`src/rtl/fll_cfg_pkg.sv`:
```
// ----------------------------------------------------------------------------
// fll_cfg_pkg
// Shared types and constants for the APB-to-FLL configuration master.
//   fll_state_e   : handshake FSM states
//   fll_acc_e     : classification of an APB access by word address
//   FLL_REG0..3   : byte offsets of the four FLL configuration registers
//   STATUS        : byte offset of the local status register
//   STATUS_*_BIT  : bit positions inside STATUS
// ----------------------------------------------------------------------------
package fll_cfg_pkg;

    typedef enum logic [2:0] {
        ST_IDLE,
        ST_REQ,
        ST_DROP,
        ST_DONE,
        ST_ERR
    } fll_state_e;

    typedef enum logic [1:0] {
        ACC_FLL,
        ACC_STATUS,
        ACC_BAD
    } fll_acc_e;

    localparam logic [4:0] FLL_REG0 = 5'h00;
    localparam logic [4:0] FLL_REG1 = 5'h04;
    localparam logic [4:0] FLL_REG2 = 5'h08;
    localparam logic [4:0] FLL_REG3 = 5'h0C;
    localparam logic [4:0] STATUS   = 5'h10;

    localparam int STATUS_LOCK_BIT = 0;
    localparam int STATUS_TMO_BIT  = 1;

    // Only PADDR[4:2] is decoded, so callers pass the word index.
    function automatic fll_acc_e decode_access(input logic [2:0] word_idx);
        fll_acc_e acc;
        case (word_idx)
            FLL_REG0[4:2], FLL_REG1[4:2],
            FLL_REG2[4:2], FLL_REG3[4:2]: acc = ACC_FLL;
            STATUS[4:2]:                  acc = ACC_STATUS;
            default:                      acc = ACC_BAD;
        endcase
        return acc;
    endfunction

endpackage

```
`src/rtl/apb_fll_cfg_master_if.sv`:
```
// ----------------------------------------------------------------------------
// apb_fll_cfg_master_if
// APB3 bus bundle for the FLL configuration master.
//   master modport : drives PADDR/PWDATA/PWRITE/PSEL/PENABLE
//   slave  modport : drives PRDATA/PREADY/PSLVERR
// ----------------------------------------------------------------------------
interface apb_fll_cfg_master_if #(
    parameter int unsigned ADDR_WIDTH = 12
);
    logic [ADDR_WIDTH-1:0] PADDR;
    logic [31:0]           PWDATA;
    logic                  PWRITE;
    logic                  PSEL;
    logic                  PENABLE;
    logic [31:0]           PRDATA;
    logic                  PREADY;
    logic                  PSLVERR;

    modport master (
        output PADDR, PWDATA, PWRITE, PSEL, PENABLE,
        input  PRDATA, PREADY, PSLVERR
    );

    modport slave (
        input  PADDR, PWDATA, PWRITE, PSEL, PENABLE,
        output PRDATA, PREADY, PSLVERR
    );
endinterface

```
`src/rtl/cdc_sync_2ff.sv`:
```
// ----------------------------------------------------------------------------
// cdc_sync_2ff
// Two-flop synchronizer for independent single-bit level signals.
//   i_clk : destination clock
//   i_rst : asynchronous active-high reset (outputs 0)
//   i_d   : asynchronous inputs
//   o_q   : synchronized outputs, two destination clocks of latency
// Each bit is synchronized on its own; no coherency between bits is implied.
// ----------------------------------------------------------------------------
module cdc_sync_2ff #(
    parameter int unsigned WIDTH = 1
) (
    input  logic             i_clk,
    input  logic             i_rst,
    input  logic [WIDTH-1:0] i_d,
    output logic [WIDTH-1:0] o_q
);
    logic [WIDTH-1:0] r_meta;
    logic [WIDTH-1:0] r_sync;

    // NOTE: sequential state uses non-blocking assignments so both stages
    // sample their inputs from before the edge; blocking would collapse them.
    always_ff @(posedge i_clk or posedge i_rst) begin
        if (i_rst) begin
            r_meta <= '0;
            r_sync <= '0;
        end else begin
            r_meta <= i_d;
            r_sync <= r_meta;
        end
    end

    assign o_q = r_sync;
endmodule

```
`src/rtl/apb_fll_cfg_master.sv`:
```
// ----------------------------------------------------------------------------
// apb_fll_cfg_master
// APB slave that turns accesses to FLL registers 0..3 into a 4-phase
// req/ack transaction on the FLL configuration port, plus a local STATUS.
//   clk_i, rst_i   : SoC clock, asynchronous active-high reset
//   apb            : APB slave port (PADDR[4:2] decoded)
//   fll_req_o      : configuration request
//   fll_wrn_o      : 0 = write, 1 = read (idle value 1)
//   fll_add_o      : FLL register index
//   fll_data_o     : write data, held between transactions
//   fll_ack_i      : acknowledge from the FLL clock domain
//   fll_r_data_i   : read data, stable while ack is high
//   fll_lock_i     : FLL lock, from the FLL clock domain
// STATUS: bit0 lock (RO), bit1 timeout sticky (W1C).
// ----------------------------------------------------------------------------
module apb_fll_cfg_master
    import fll_cfg_pkg::*;
#(
    parameter int unsigned TIMEOUT_CYCLES = 1024,
    parameter int unsigned APB_ADDR_WIDTH = 12
) (
    input  logic                 clk_i,
    input  logic                 rst_i,
    apb_fll_cfg_master_if.slave  apb,
    output logic                 fll_req_o,
    output logic                 fll_wrn_o,
    output logic [1:0]           fll_add_o,
    output logic [31:0]          fll_data_o,
    input  logic                 fll_ack_i,
    input  logic [31:0]          fll_r_data_i,
    input  logic                 fll_lock_i
);
    localparam int unsigned      CNT_W    = $clog2(TIMEOUT_CYCLES) + 1;
    localparam logic [CNT_W-1:0] CNT_LAST = CNT_W'(TIMEOUT_CYCLES - 1);
    localparam logic [CNT_W-1:0] CNT_MAX  = '1;

    fll_state_e         r_state;
    fll_state_e         w_state_nxt;
    logic               r_req;
    logic               r_wrn;
    logic [1:0]         r_add;
    logic [31:0]        r_data;
    logic [31:0]        r_prdata;
    logic               r_pready;
    logic               r_pslverr;
    logic               r_tmo_sticky;
    logic [CNT_W-1:0]   r_cnt;

    logic [1:0]         w_sync_q;
    logic               w_ack_s;
    logic               w_lock_s;
    logic               w_access;
    fll_acc_e           w_acc;
    logic [31:0]        w_status;
    logic               w_cnt_hit;
    logic               w_cnt_clr;
    logic               w_start;
    logic               w_tmo;
    logic               w_w1c;
    logic               w_prdata_load;
    logic [31:0]        w_prdata_val;
    logic [APB_ADDR_WIDTH-4:0] w_unused_paddr;

    cdc_sync_2ff #(.WIDTH(2)) u_sync (
        .i_clk (clk_i),
        .i_rst (rst_i),
        .i_d   ({fll_lock_i, fll_ack_i}),
        .o_q   (w_sync_q)
    );
    assign w_ack_s  = w_sync_q[0];
    assign w_lock_s = w_sync_q[1];

    assign w_access       = apb.PSEL & apb.PENABLE;
    assign w_acc          = decode_access(apb.PADDR[4:2]);
    assign w_unused_paddr = {apb.PADDR[APB_ADDR_WIDTH-1:5], apb.PADDR[1:0]};
    assign w_cnt_hit      = (r_cnt == CNT_LAST);

    always_comb begin
        w_status                  = '0;
        w_status[STATUS_LOCK_BIT] = w_lock_s;
        w_status[STATUS_TMO_BIT]  = r_tmo_sticky;
    end

    always_ff @(posedge clk_i or posedge rst_i) begin
        if (rst_i) r_state <= ST_IDLE;
        else       r_state <= w_state_nxt;
    end

    // NOTE: every signal written here gets a default first, so no path through
    // the case statement can leave one unassigned and infer a latch.
    always_comb begin
        w_state_nxt   = r_state;
        w_start       = 1'b0;
        w_tmo         = 1'b0;
        w_w1c         = 1'b0;
        w_prdata_load = 1'b0;
        w_prdata_val  = '0;
        case (r_state)
            ST_IDLE: begin
                if (w_access) begin
                    w_prdata_load = 1'b1;
                    case (w_acc)
                        ACC_STATUS: begin
                            w_state_nxt = ST_DONE;
                            if (apb.PWRITE) w_w1c        = apb.PWDATA[STATUS_TMO_BIT];
                            else            w_prdata_val = w_status;
                        end
                        ACC_FLL: begin
                            // An ack still high from a previous transaction means
                            // the FLL side is out of step; refuse to start.
                            if (w_ack_s) begin
                                w_state_nxt = ST_ERR;
                            end else begin
                                w_state_nxt = ST_REQ;
                                w_start     = 1'b1;
                            end
                        end
                        default: w_state_nxt = ST_ERR;
                    endcase
                end
            end
            ST_REQ: begin
                if (w_ack_s) begin
                    w_state_nxt   = ST_DROP;
                    w_prdata_load = 1'b1;
                    w_prdata_val  = r_wrn ? fll_r_data_i : '0;
                end else if (w_cnt_hit) begin
                    w_state_nxt = ST_ERR;
                    w_tmo       = 1'b1;
                end
            end
            ST_DROP: begin
                if (!w_ack_s) begin
                    w_state_nxt = ST_DONE;
                end else if (w_cnt_hit) begin
                    w_state_nxt = ST_ERR;
                    w_tmo       = 1'b1;
                end
            end
            default: w_state_nxt = ST_IDLE;
        endcase
    end

    // Phase timer restarts whenever a new waiting phase is entered.
    assign w_cnt_clr = (w_state_nxt != r_state) &&
                       ((w_state_nxt == ST_REQ) || (w_state_nxt == ST_DROP));

    always_ff @(posedge clk_i or posedge rst_i) begin
        if (rst_i) begin
            r_req        <= 1'b0;
            r_wrn        <= 1'b1;
            r_add        <= '0;
            r_data       <= '0;
            r_prdata     <= '0;
            r_pready     <= 1'b0;
            r_pslverr    <= 1'b0;
            r_tmo_sticky <= 1'b0;
            r_cnt        <= '0;
        end else begin
            // Outputs follow the next state so they are glitch-free flops.
            r_req     <= (w_state_nxt == ST_REQ);
            r_pready  <= (w_state_nxt == ST_DONE) || (w_state_nxt == ST_ERR);
            r_pslverr <= (w_state_nxt == ST_ERR);

            if (w_start) begin
                r_add <= apb.PADDR[3:2];
                r_wrn <= ~apb.PWRITE;
                if (apb.PWRITE) r_data <= apb.PWDATA;
            end else if ((r_state == ST_DONE) || (r_state == ST_ERR)) begin
                r_wrn <= 1'b1;
            end

            if (w_prdata_load) r_prdata <= w_prdata_val;

            // A timeout set takes priority over a coincident W1C clear.
            if (w_tmo)      r_tmo_sticky <= 1'b1;
            else if (w_w1c) r_tmo_sticky <= 1'b0;

            if (w_cnt_clr) begin
                r_cnt <= '0;
            end else if ((r_state == ST_REQ) || (r_state == ST_DROP)) begin
                if (r_cnt != CNT_MAX) r_cnt <= r_cnt + 1'b1;
            end
        end
    end

    assign fll_req_o   = r_req;
    assign fll_wrn_o   = r_wrn;
    assign fll_add_o   = r_add;
    assign fll_data_o  = r_data;
    assign apb.PRDATA  = r_prdata;
    assign apb.PREADY  = r_pready;
    assign apb.PSLVERR = r_pslverr;
endmodule

```
`src/flat_wrapper.sv`:
```
// flat-port wrapper written by rule: the top's interface ports become plain ports
module apb_fll_cfg_master_flat import fll_cfg_pkg::*;
#(
    parameter int unsigned TIMEOUT_CYCLES = 1024,
    parameter int unsigned APB_ADDR_WIDTH = 12
)
  (clk_i, rst_i, fll_req_o, fll_wrn_o, fll_add_o, fll_data_o, fll_ack_i, fll_r_data_i, fll_lock_i, apb_PADDR, apb_PWDATA, apb_PWRITE, apb_PSEL, apb_PENABLE, apb_PRDATA, apb_PREADY, apb_PSLVERR);
  apb_fll_cfg_master_if #(.ADDR_WIDTH(12)) apb_i ();
  input  logic clk_i;
  input  logic rst_i;
  output logic fll_req_o;
  output logic fll_wrn_o;
  output logic [1:0] fll_add_o;
  output logic [31:0] fll_data_o;
  input  logic fll_ack_i;
  input  logic [31:0] fll_r_data_i;
  input  logic fll_lock_i;
  input wire logic [$bits(apb_i.PADDR)-1:0] apb_PADDR;
  input wire logic [$bits(apb_i.PWDATA)-1:0] apb_PWDATA;
  input wire logic [$bits(apb_i.PWRITE)-1:0] apb_PWRITE;
  input wire logic [$bits(apb_i.PSEL)-1:0] apb_PSEL;
  input wire logic [$bits(apb_i.PENABLE)-1:0] apb_PENABLE;
  output wire logic [$bits(apb_i.PRDATA)-1:0] apb_PRDATA;
  output wire logic [$bits(apb_i.PREADY)-1:0] apb_PREADY;
  output wire logic [$bits(apb_i.PSLVERR)-1:0] apb_PSLVERR;
  assign apb_i.PADDR = apb_PADDR;
  assign apb_i.PWDATA = apb_PWDATA;
  assign apb_i.PWRITE = apb_PWRITE;
  assign apb_i.PSEL = apb_PSEL;
  assign apb_i.PENABLE = apb_PENABLE;
  assign apb_PRDATA = apb_i.PRDATA;
  assign apb_PREADY = apb_i.PREADY;
  assign apb_PSLVERR = apb_i.PSLVERR;
  apb_fll_cfg_master #(.TIMEOUT_CYCLES(TIMEOUT_CYCLES), .APB_ADDR_WIDTH(APB_ADDR_WIDTH)) u_core (.clk_i(clk_i), .rst_i(rst_i), .apb(apb_i), .fll_req_o(fll_req_o), .fll_wrn_o(fll_wrn_o), .fll_add_o(fll_add_o), .fll_data_o(fll_data_o), .fll_ack_i(fll_ack_i), .fll_r_data_i(fll_r_data_i), .fll_lock_i(fll_lock_i));
endmodule
```
`config.mk`:
```
export PLATFORM = sky130hd
export DESIGN_NAME = apb_fll_cfg_master_flat
export DESIGN_NICKNAME = d
export VERILOG_FILES = /design/src/rtl/fll_cfg_pkg.sv /design/src/rtl/apb_fll_cfg_master_if.sv /design/src/rtl/cdc_sync_2ff.sv /design/src/rtl/apb_fll_cfg_master.sv /design/src/flat_wrapper.sv
export SDC_FILE = /design/constraint.sdc
export NUM_CORES = 1
export LEC_CHECK = 0
export ABC_AREA = 0
export BUFFER_PORTS_ARGS = -buffer_cell sky130_fd_sc_hd__buf_4
export CAP_MARGIN = 10
export CORE_ASPECT_RATIO = 1.25
export CORE_UTILIZATION = 43
export DETAILED_ROUTE_END_ITERATION = 16
export GPL_TIMING_DRIVEN = 1
export PLACE_DENSITY = 0.73
export SETUP_SLACK_MARGIN = 0.1
export SLEW_MARGIN = 20
export SYNTH_ARGS = -nofsm -noshare
export SYNTH_HDL_FRONTEND = slang
export SYNTH_HIERARCHICAL = 1
export SYNTH_SLANG_ARGS = --single-unit
```
`constraint.sdc`:
```
create_clock -name clk_i -period 2.48 [get_ports clk_i]
set_input_delay 0.124 -clock clk_i [delete_from_list [all_inputs] [get_ports clk_i]]
set_output_delay 0.124 -clock clk_i [all_outputs]
set_load 0.05 [all_outputs]
```
==> impl_metrics.toml <==
[min_path]
hold_start = "apb_PWDATA[5]"
worstHoldPathType = "input pin to flip-flop"

[final_layout]
fin_util_pct = 69.3
finalNetCount = 562
area_growth_pct = 53.4
fill_cells = 563
stdcell_area_sq_um = 5810
drive_gt1_share_pct = 45.3

[power]
intPower_mw = 3.79
p_switching_mw = 3.22
p_sw_share_pct = 45.9
pwr-share-comb_pct = 53.6
powerDensity_nw_per_um2 = 1210
p_clk_share_pct = 14.0
power.leakage_nw = 2.95
ir_drop_mv = 0.621
pwr-share-seq_pct = 32.4

[timing]
fin_crit_ns = 2.13
hold_violations = 0
finalCritPeriodShare_pct = 86.1
finClkSkew_ns = 0.0143
setup_viol = 0
report.final.slew_viol_count = 0
timing.hold.ws_ns = 0.0138
rsz0062_at_grt = "false"
final.setup.tns_ns = 0
slew_headroom_pct = 53.8
tightest_slew_ns = 0.693
timing.fmax_mhz = 469

[critical_path]
cp_top_family = "simple AND/OR/NAND/NOR gates"
worstSetupStartpointType = "flip-flop"
cp.required_ns = 2.71
cp-startpoint = "u_core/r_state[1]"
critPathSlowestCell = "dfrtp_1"
crit_top_cell = "or2_4"
r2r_start = "u_core/r_state[1]"
worstPathArrival_ns = 2.37
cp_cell_sequence = "or2_4 > or2_4 > nor3_4 > nand2_2 > buf_4 > mux2_4"
critPathBufInv = 1
worstSetupPathType = "flip-flop to flip-flop"
worst-path-max-fanout = 23
rrSetupSlack_ns = 0.35
endpoint_kind = "flip-flop"
slowest_delay_ns = 0.50

[detailed_routing]
first_pass_iters = 4
via_per_inst = 5.01
vias = 3014
ant_nets = 0
wire_per_inst_um = 16.1
drc = 0
wl_um = 9690
drt_iter0_markers = 181

[clocking]
cts_tree = "done"
cts_buffers = 9
cts_setup_buffers = 0
clkTransAtPathRegs_ns = 0.09
clockRootBuffer = "clkbuf_8"
htreeDepth = 3
hold_buffers = 65
clock_latency_ns = 0.36
post_cts_resized = 0
cts_sinks = 89
clk_path_buf_depth = 2

[run_status]
status = "complete, no violations"

[yosys]
synth.distinct_cells = 47
yosys_warnings = 6
synth_nets = 354
ys_top_cells_by_area = "dfrtp_1 58%, mux2_4 11%, a22o_1 6.9%, a21oi_2 2.3%, xor2_1 1.6%"
yosysMostFrequentCell = "dfrtp_1"
synth_area_per_cell_sq_um = 14.0
synth_top_cell_by_area = "dfrtp_1"
netlist_area_sq_um = 3790
syn_inst = 270
yosysSeqAreaShare_pct = 58.8
ys_async_sr_fraction_pct = 100
synth_common_cells = "88 x dfrtp_1, 30 x a22o_1, 29 x mux2_4, 12 x nand2_1, 10 x a21oi_2"
yosysTopAreaCellShare_pct = 58.1
synth-seq-cells = 89
synth_edf_count = 0
synth_ff_type = "dfrtp_1"

[die]
start_util_pct = 45.2
coreArea_sq_um = 8380
num_rows = 37
ios = 153
die_w_um = 85.9
dieHeight_um = 107
fp.dieArea_sq_um = 9190

[global_routing]
grt_overflow = 0
grt_pass1_vias = 3092
gr-usage-all-layers_pct = 21.5
grt_pass1_wl_um = 15300
grt_max_degree = 48
antenna_found_initial = 1

[placement]
place_area_sq_um = 4960
port_buffers = 143
place_congestion = 0.768
place_hpwl_um = 5830

[job]
max_cap_viol_count = 0
-- power groups by stage --
| stage | Combinational (mW) | Sequential [mW] | Clock, mW |
|---|---|---|---|
| 2_1_floorplan | 1.15 | 3.76 | 0 |
| 3_3_place_gp | 3.62 | 2.27 | 0 |
| 3_5_place_dp | 3.66 | 2.28 | 0 |
| 4_1_cts | 3.75 | 2.26 | 1.01 |
| 5_1_grt | 3.91 | 2.33 | 1.06 |
| 6_report | 3.75 | 2.27 | 0.981 |
-- layer usage --
layer	GRT usage (%)	part of all wire (%)	up-vias
met5	0	0	-
met4	11.1	3.4	0
met3	3.93	4.9	26
met2	37.3	52	121
met1	25.3	39	1461
li1	-	-	1406
-- cell type report --
class                           instances  area, sq um  area share [%]
Antenna cell                            1         2.50          0.0431
Clock buffer                           11          131            2.26
Clock inverter                          5         63.8            1.10
Inverter                                8         31.3           0.538
Multi-Input combinational cell        157         1430            24.6
Sequential cell                        89         2230            38.4
Tap cell                              117          146            2.52
Timing Repair Buffer                  213         1770            30.5
-- registers in the layout, indices dropped and copies added (netlist names), 2 cells and up --
name,count
u_core/fll_add_o,2
u_core/apb.PRDATA,32
u_core/r_state,3
u_core/r_cnt,11
u_core/u_sync/o_q,2
u_core/fll_data_o,32
u_core/u_sync/r_meta,2
-- cell families after synthesis --
logic type,share of synthesized area [%]
AND/OR/NAND/NOR,8.39
XOR/XNOR,2.08
flip-flops,58.8
AO/OA/AOI/OAI,13.6
multiplexers,13.2
buffers and inverters,3.50
adder cells (fa/ha/maj),0.330
-- cells in the final DEF, fill, tap and decap left out, drive strengths merged, types with 2 or more instances in the layout --
cell,count
nand3b,2
xnor2,2
and3,3
clkbuf,11
inv,8
nand3,5
dfrtp,88
nor3,2
a22o,30
and4,2
mux2,34
a222oi,2
o21ai,4
dlygate4sd3,65
buf,148
nand4,5
clkinv,3
or2,3
nor2,5
or3,3
xor2,7
o22ai,3
nand2,13
a21oi,15
o22a,2
-- path summary, 6_finish.rpt --
check,to,cells after the start
min in group asynchronous,u_core/u_sync/r_meta[0],3
max in group asynchronous,u_core/fll_data_o[2],4
setup reg to reg,u_core/fll_data_o[4],6
setup / recovery,u_core/fll_data_o[4],6
hold reg to reg,u_core/u_sync/o_q[0],0
hold / removal,u_core/fll_data_o[5],2
-- metrics by stage --
step                      total power [mW]  cells  setup WS (ns)
final                                 7.01    601          0.346
after global routing                  7.30    601          0.211
after CTS                             7.02    600          0.340
after detailed placement              5.94    519          0.367
after global placement                5.89    519          0.394
after floorplan                       4.91    270          0.164
Power figures use the tool's default switching activity.
